--- src/rtl/conv3x3_frame_ctrl.sv ---
// Frame-level sequencer for one 3x3 convolution engine.
// Latches a kernel and loads it into the engine with a one-cycle strobe.
// It then accepts a raster pixel stream and builds 3x3 windows from two line
// buffers. One window is issued per interior pixel. Engine result strobes are
// counted, and completion is signalled with a one-cycle frame_done pulse.
//
// Ports:
//   clk, rst_n          clock, async active-low reset
//   cfg_start           frame start request (honoured in IDLE only)
//   cfg_weights         kernel bytes, weight k at [8k+7:8k], k = 3*row+col
//   pix_in, pix_valid   raster-order pixel stream
//   pix_ready           pixel accepted this cycle when pix_valid is also high
//   conv_weight_en      engine weight-load strobe
//   conv_weights_data   latched kernel
//   conv_data_valid     window strobe to engine
//   win_data            window, byte k = engine data_in_k
//   conv_out_valid      engine result strobe
//   busy                high in every state except IDLE
//   frame_done          one-cycle completion pulse
module conv3x3_frame_ctrl #(
    parameter int unsigned IMG_W = 8,
    parameter int unsigned IMG_H = 8
) (
    input  logic        clk,
    input  logic        rst_n,
    input  logic        cfg_start,
    input  logic [71:0] cfg_weights,
    input  logic [7:0]  pix_in,
    input  logic        pix_valid,
    output logic        pix_ready,
    output logic        conv_weight_en,
    output logic [71:0] conv_weights_data,
    output logic        conv_data_valid,
    output logic [71:0] win_data,
    input  logic        conv_out_valid,
    output logic        busy,
    output logic        frame_done
);

    localparam int unsigned N_WIN = (IMG_W - 2) * (IMG_H - 2);
    localparam int unsigned XW    = $clog2(IMG_W);
    localparam int unsigned YW    = $clog2(IMG_H);
    localparam int unsigned CW    = $clog2(N_WIN + 1);

    typedef enum logic [2:0] {
        S_IDLE,
        S_LOAD,
        S_STREAM,
        S_DRAIN,
        S_DONE
    } state_e;

    state_e          state_q, state_d;
    logic [XW-1:0]   x_q;
    logic [YW-1:0]   y_q;
    logic [CW-1:0]   cnt_q, cnt_d;
    logic [71:0]     kernel_q;
    logic [71:0]     win_q;
    logic [23:0]     col0_q;        // column x-2, byte r = row y-2+r
    logic [23:0]     col1_q;        // column x-1
    logic            pix_ready_q;
    logic            weight_en_q;
    logic            data_valid_q;
    logic            busy_q;
    logic            done_q;
    logic [7:0]      lb0_q [IMG_W]; // row y-1
    logic [7:0]      lb1_q [IMG_W]; // row y-2

    logic            accept;
    logic            last_pix;
    logic            cnt_en;
    logic            win_fire;
    logic [7:0]      lb_top;
    logic [7:0]      lb_mid;
    logic [71:0]     win_next;

    // Handshake and window-issue qualifiers
    assign accept   = pix_ready_q & pix_valid;
    assign last_pix = (x_q == XW'(IMG_W - 1)) && (y_q == YW'(IMG_H - 1));
    assign cnt_en   = conv_out_valid && ((state_q == S_STREAM) || (state_q == S_DRAIN));
    assign cnt_d    = cnt_q + CW'(cnt_en);
    assign win_fire = accept && (x_q >= XW'(2)) && (y_q >= YW'(2));

    // New column is {pix_in, linebuf0[x], linebuf1[x]}, oldest column in c=0
    assign lb_top   = lb1_q[x_q];
    assign lb_mid   = lb0_q[x_q];
    assign win_next = {pix_in, col1_q[23:16], col0_q[23:16],
                       lb_mid, col1_q[15:8],  col0_q[15:8],
                       lb_top, col1_q[7:0],   col0_q[7:0]};

    // Next-state logic
    always_comb begin
        state_d = state_q;
        case (state_q)
            S_IDLE:   if (cfg_start) state_d = S_LOAD;
            S_LOAD:   state_d = S_STREAM;
            S_STREAM: if (accept && last_pix) state_d = S_DRAIN;
            // The strobe arriving this edge counts toward completion
            S_DRAIN:  if (cnt_d == CW'(N_WIN)) state_d = S_DONE;
            S_DONE:   state_d = S_IDLE;
            default:  state_d = S_IDLE;
        endcase
    end

    // FSM, counters, window and registered outputs
    always_ff @(posedge clk or negedge rst_n) begin
        if (!rst_n) begin
            state_q      <= S_IDLE;
            x_q          <= '0;
            y_q          <= '0;
            cnt_q        <= '0;
            kernel_q     <= '0;
            win_q        <= '0;
            col0_q       <= '0;
            col1_q       <= '0;
            pix_ready_q  <= 1'b0;
            weight_en_q  <= 1'b0;
            data_valid_q <= 1'b0;
            busy_q       <= 1'b0;
            done_q       <= 1'b0;
        end else begin
            state_q      <= state_d;
            pix_ready_q  <= (state_d == S_STREAM);
            weight_en_q  <= (state_d == S_LOAD);
            busy_q       <= (state_d != S_IDLE);
            done_q       <= (state_d == S_DONE);
            data_valid_q <= win_fire;

            if ((state_q == S_IDLE) && cfg_start) begin
                kernel_q <= cfg_weights;
            end

            if (win_fire) begin
                win_q <= win_next;
            end

            if (accept) begin
                col0_q <= col1_q;
                col1_q <= {pix_in, lb_mid, lb_top};
            end

            if (state_q == S_DONE) begin
                x_q   <= '0;
                y_q   <= '0;
                cnt_q <= '0;
            end else begin
                if (accept) begin
                    if (x_q == XW'(IMG_W - 1)) begin
                        x_q <= '0;
                        y_q <= (y_q == YW'(IMG_H - 1)) ? '0 : y_q + YW'(1);
                    end else begin
                        x_q <= x_q + XW'(1);
                    end
                end
                cnt_q <= cnt_d;
            end
        end
    end

    // Line buffers: RAM-style storage, contents are not reset
    always_ff @(posedge clk) begin
        if (accept) begin
            lb1_q[x_q] <= lb_mid;
            lb0_q[x_q] <= pix_in;
        end
    end

    assign pix_ready         = pix_ready_q;
    assign conv_weight_en    = weight_en_q;
    assign conv_weights_data = kernel_q;
    assign conv_data_valid   = data_valid_q;
    assign win_data          = win_q;
    assign busy              = busy_q;
    assign frame_done        = done_q;

endmodule

--- config.mk ---
export PLATFORM = sky130hd
export DESIGN_NAME = conv3x3_frame_ctrl
export DESIGN_NICKNAME = d
export VERILOG_FILES = /design/src/rtl/conv3x3_frame_ctrl.sv
export SDC_FILE = /design/constraint.sdc
export NUM_CORES = 1
export LEC_CHECK = 0
export BUFFER_PORTS_ARGS = -buffer_cell sky130_fd_sc_hd__buf_2
export CELL_PAD_IN_SITES_DETAIL_PLACEMENT = 1
export CELL_PAD_IN_SITES_GLOBAL_PLACEMENT = 2
export CORE_MARGIN = 1
export CORE_UTILIZATION = 40
export DETAILED_ROUTE_END_ITERATION = 10
export GPL_TIMING_DRIVEN = 1
export HOLD_SLACK_MARGIN = 0.03
export PLACE_DENSITY = 0.93
export SETUP_SLACK_MARGIN = 0.1
export SYNTH_ARGS = -nofsm -noshare
export SYNTH_HDL_FRONTEND = slang
export SYNTH_SLANG_ARGS = --single-unit
--- constraint.sdc ---
create_clock -name clk -period 7.4 [get_ports clk]
set_input_delay 0.37 -clock clk [delete_from_list [all_inputs] [get_ports clk]]
set_output_delay 0.37 -clock clk [all_outputs]
set_load 0.005 [all_outputs]
==> run_results.csv <==
group,metric,value,unit
timing,setup_viol,0,
detailed_routing,vias,8097,
detailed_routing,post_drt_via_cell_ratio,5.17,
setup_path,critical_path_class,"reg -> reg",
synth,yosys_warnings,0,
clocking,post-cts-setup-buffers,0,
power_and_ir_drop,max-vdd-ir-drop,219,µV
timing,hold_viol_final,0,
synth,synthArstFlopShare,62.4,%
timing,setup_tns,0,ns
synth,ys.flop_type,"dfrtp_1",
placed_design,dp_hpwl,21.1,mm
power_and_ir_drop,power_density,425,nW/µm²
setup_path,worstPathMaxFanout,87,
detailed_routing,drt-initial-drc-count,497,
synth,synth.cell_area,13100,µm²
final_layout,antennaDiodeCount,0,
global_route,gr-total-overflow,0,
timing,final.min_clock_period,3.28,ns
placed_design,dpl-instance-area,14700,µm²
die,design.core.area,31900,µm²
setup_path,crit_path_end_kind,"flop",
timing,fmax,305,MHz
global_route,grt_start_max_net_pins,88,
timing,slew_viol_final,0,
placed_design,place_worst_setup_slack,4.14,ns
detailed_routing,drt_pass1_iterations,5,
setup_path,r2r_slack,4.12,ns
setup_path,critPathRequiredTime,7.79,ns
setup_path,r2r-end,"win_data[56]",
timing,worst_pin_slew,1.17,ns
clocking,clk_pin_slew,0.06,ns
detailed_routing,ant_nets,0,
power_and_ir_drop,power_leakage,6.95,nW
detailed_routing,remaining_drc_errors,0,
run_status,status,"completed",
timing,finalClockSkew,0.0220,ns
clocking,clockBufferDepth,3,
synth,syn_nets,968,
synth,yosysSeqAreaShare,69.9,%
min_path,hold_start,"cfg_weights[17]",
clocking,clock_latency,0.51,ns
synth,synth_seq_cells,340,
run,drv_cap,0,
global_route,grt_antenna_before_repair,0,
clocking,cts_tree,"built",
global_route,grt_pass1_vias,8699,
global_route,grt_usage,19.9,%
global_route,grt_pass1_wl,50.9,mm
final_layout,fillCellCount,3273,
placed_design,portBuffers,233,
final_layout,utilization,49.7,%
setup_path,crit_end,"win_data[56]",
die,chipHeight,183,µm
die,die_x,183,µm
clocking,root_buffer,"clkbuf_16",
timing,rsz0062_at_grt,"no",
timing,finalCritPeriodShare,44.3,%
setup_path,worst_setup_path_start_kind,"flop",
final_layout,area.growth.synth_to_final,21.2,%
final_layout,finish.instance_area,15900,µm²
detailed_routing,post_drt_wl_per_cell,21.1,µm
clocking,htree_num_levels,2,
synth,avgSynthCellArea,15.0,µm²
min_path,hold_path_class,"in -> reg",
die,start_util,41.0,%
synth,synth_edf_count,128,
setup_path,rr_worst_depth,7,
synth,yosysUniqueCellTypes,54,
timing,hold_ws,0.0847,ns
die,rows,65,
die,pin_count,234,
setup_path,reg2reg_from,"x_q[0]",
final_layout,nets,1200,
setup_path,cp.arrival,3.67,ns
synth,syn_inst,875,
final_layout,drive_gt1_share,41.4,%
placed_design,gp_congestion,0.765,
setup_path,startpoint,"x_q[0]",
die,dieArea,33400,µm²
timing,slew_headroom,21.7,%
clocking,cts_buffers,35,
clocking,ctsResizeCount,0,
timing,layout_setup_ws,4.12,ns
detailed_routing,finalWirelength,33.0,mm
clocking,clock-sinks,340,
==> worst max-delay path, stage by stage, from the launching register on <==
cell	delay (ns)
dfrtp_1	0.32
buf_4	0.37
clkinv_1	0.67
ha_1	0.47
nor3_1	0.28
nor3_4	0.07
buf_4	0.42
mux2_2	0.44
==> cell families (layout without fill, tap and decap cells) <==
kind of cell | after synthesis | in the layout | synth area share (%)
muxes | 170 | 170 | 15.4
buffers and inverters | 65 | 322 | 2.34
DFF | 340 | 340 | 69.9
and+or+nand+nor | 201 | 201 | 6.80
adders and majority gates | 8 | 8 | 0.765
xor gates and xnor gates | 5 | 5 | 0.335
AOI/OAI and AO/OA | 86 | 86 | 4.46
==> cells in the mapped netlist (all sizes together) (3+ instances only) <==
library cell | number | area, µm²
nor3b | 5 | 37.5
nand2 | 117 | 439
nor2 | 35 | 131
buf | 36 | 198
nor2b | 6 | 37.5
a311oi | 3 | 26.3
nand3 | 6 | 30.0
a31oi | 9 | 56.3
dfrtp | 212 | 5310
a211oi | 8 | 60.1
edfxtp | 128 | 3840
nand2b | 4 | 25.0
xor2 | 3 | 26.3
o32ai | 3 | 26.3
mux2 | 141 | 1600
and2 | 3 | 18.8
nor3 | 10 | 55.1
and3 | 5 | 36.3
mux4 | 10 | 225
inv | 14 | 52.6
clkbuf | 14 | 52.6
a21oi | 30 | 150
o21ai | 14 | 70.1
mux2i | 19 | 190
a221oi | 3 | 26.3
ha | 8 | 100
==> state kept, by name (all words and copies together), names as in the netlist <==
| register | cells |
|---|---|
| frame_done | 1 |
| conv_weights_data | 72 |
| lb0_q | 64 |
| conv_weight_en | 1 |
| col1_q | 24 |
| lb1_q | 64 |
| busy | 1 |
| col0_q | 24 |
| conv_data_valid | 1 |
| x_q | 3 |
| state_q | 3 |
| win_data | 72 |
| pix_ready | 1 |
| y_q | 3 |
| cnt_q | 6 |
==> per-stage QoR <==
stage          std cells  power [mW]
3_3_place_gp        1504        4.89
4_1_cts             1567        6.81
5_1_grt             1567        7.09
3_5_place_dp        1504        5.03
6_report            1567        6.74
2_1_floorplan        875        4.16
==> cells in the final DEF, fill, tap and decap left out, types with 6 or more instances in the layout <==
cell type | Yosys | final
a211oi_1 | 8 | 8
a31oi_1 | 9 | 9
inv_1 | 14 | 14
buf_4 | 7 | 11
mux2_2 | 138 | 138
nor2_1 | 35 | 32
mux4_2 | 10 | 10
buf_2 | 23 | 232
clkbuf_16 | 0 | 35
o21ai_0 | 14 | 14
edfxtp_1 | 128 | 128
dfrtp_1 | 212 | 210
nand2_1 | 117 | 116
clkbuf_1 | 14 | 7
nand3_1 | 6 | 6
a21oi_1 | 30 | 30
nor2b_1 | 6 | 6
mux2i_1 | 19 | 19
ha_1 | 8 | 8
clkbuf_8 | 0 | 11
==> metal layers <==
layer	global-route usage, %	up-vias	part of all wire [%]
met2	34.8	244	52
met1	24.5	4182	40
li1	-	3605	-
met5	0	-	0
met4	8.10	0	3.2
met3	3.44	66	5.0
==> report_power, final <==
part           internal (mW)  switching, mW  total [mW]
Sequential              2.62          0.296        2.92
Clock                   1.02          0.712        1.73
Combinational          0.887           1.20        2.09
Total                   4.53           2.21        6.74
==> how the worst min path moves through the flow <==
stage	endpoint	slack (ns)	cells past startpoint
2_1_floorplan	busy	0.07	0
3_3_place_gp	conv_weights_data[23]	0.39	1
3_5_place_dp	conv_weights_data[66]	0.40	1
4_1_cts	conv_weights_data[68]	0.07	2
5_1_grt	conv_weights_data[50]	0.08	2
6_report	conv_weights_data[17]	0.08	2
==> final cells by class <==
class                      count  area [µm²]  share of cell area [%]
timing repair buffer         245        1270                    8.00
clock inverter                 9        78.8                   0.497
multi-input combinational    470        3710                    23.4
sequential                   340        9150                    57.7
clock buffer                  53        1050                    6.64
inverter                      15        56.3                   0.355
tap                          435         544                    3.43
==> timing repair <==
action                                  4_1_cts  5_1_grt
hold buffers                                  1        0
endpoints found under the setup margin        0        0
hold endpoints to repair                     76        0
Note: power is estimated with default switching activity, not from simulation.
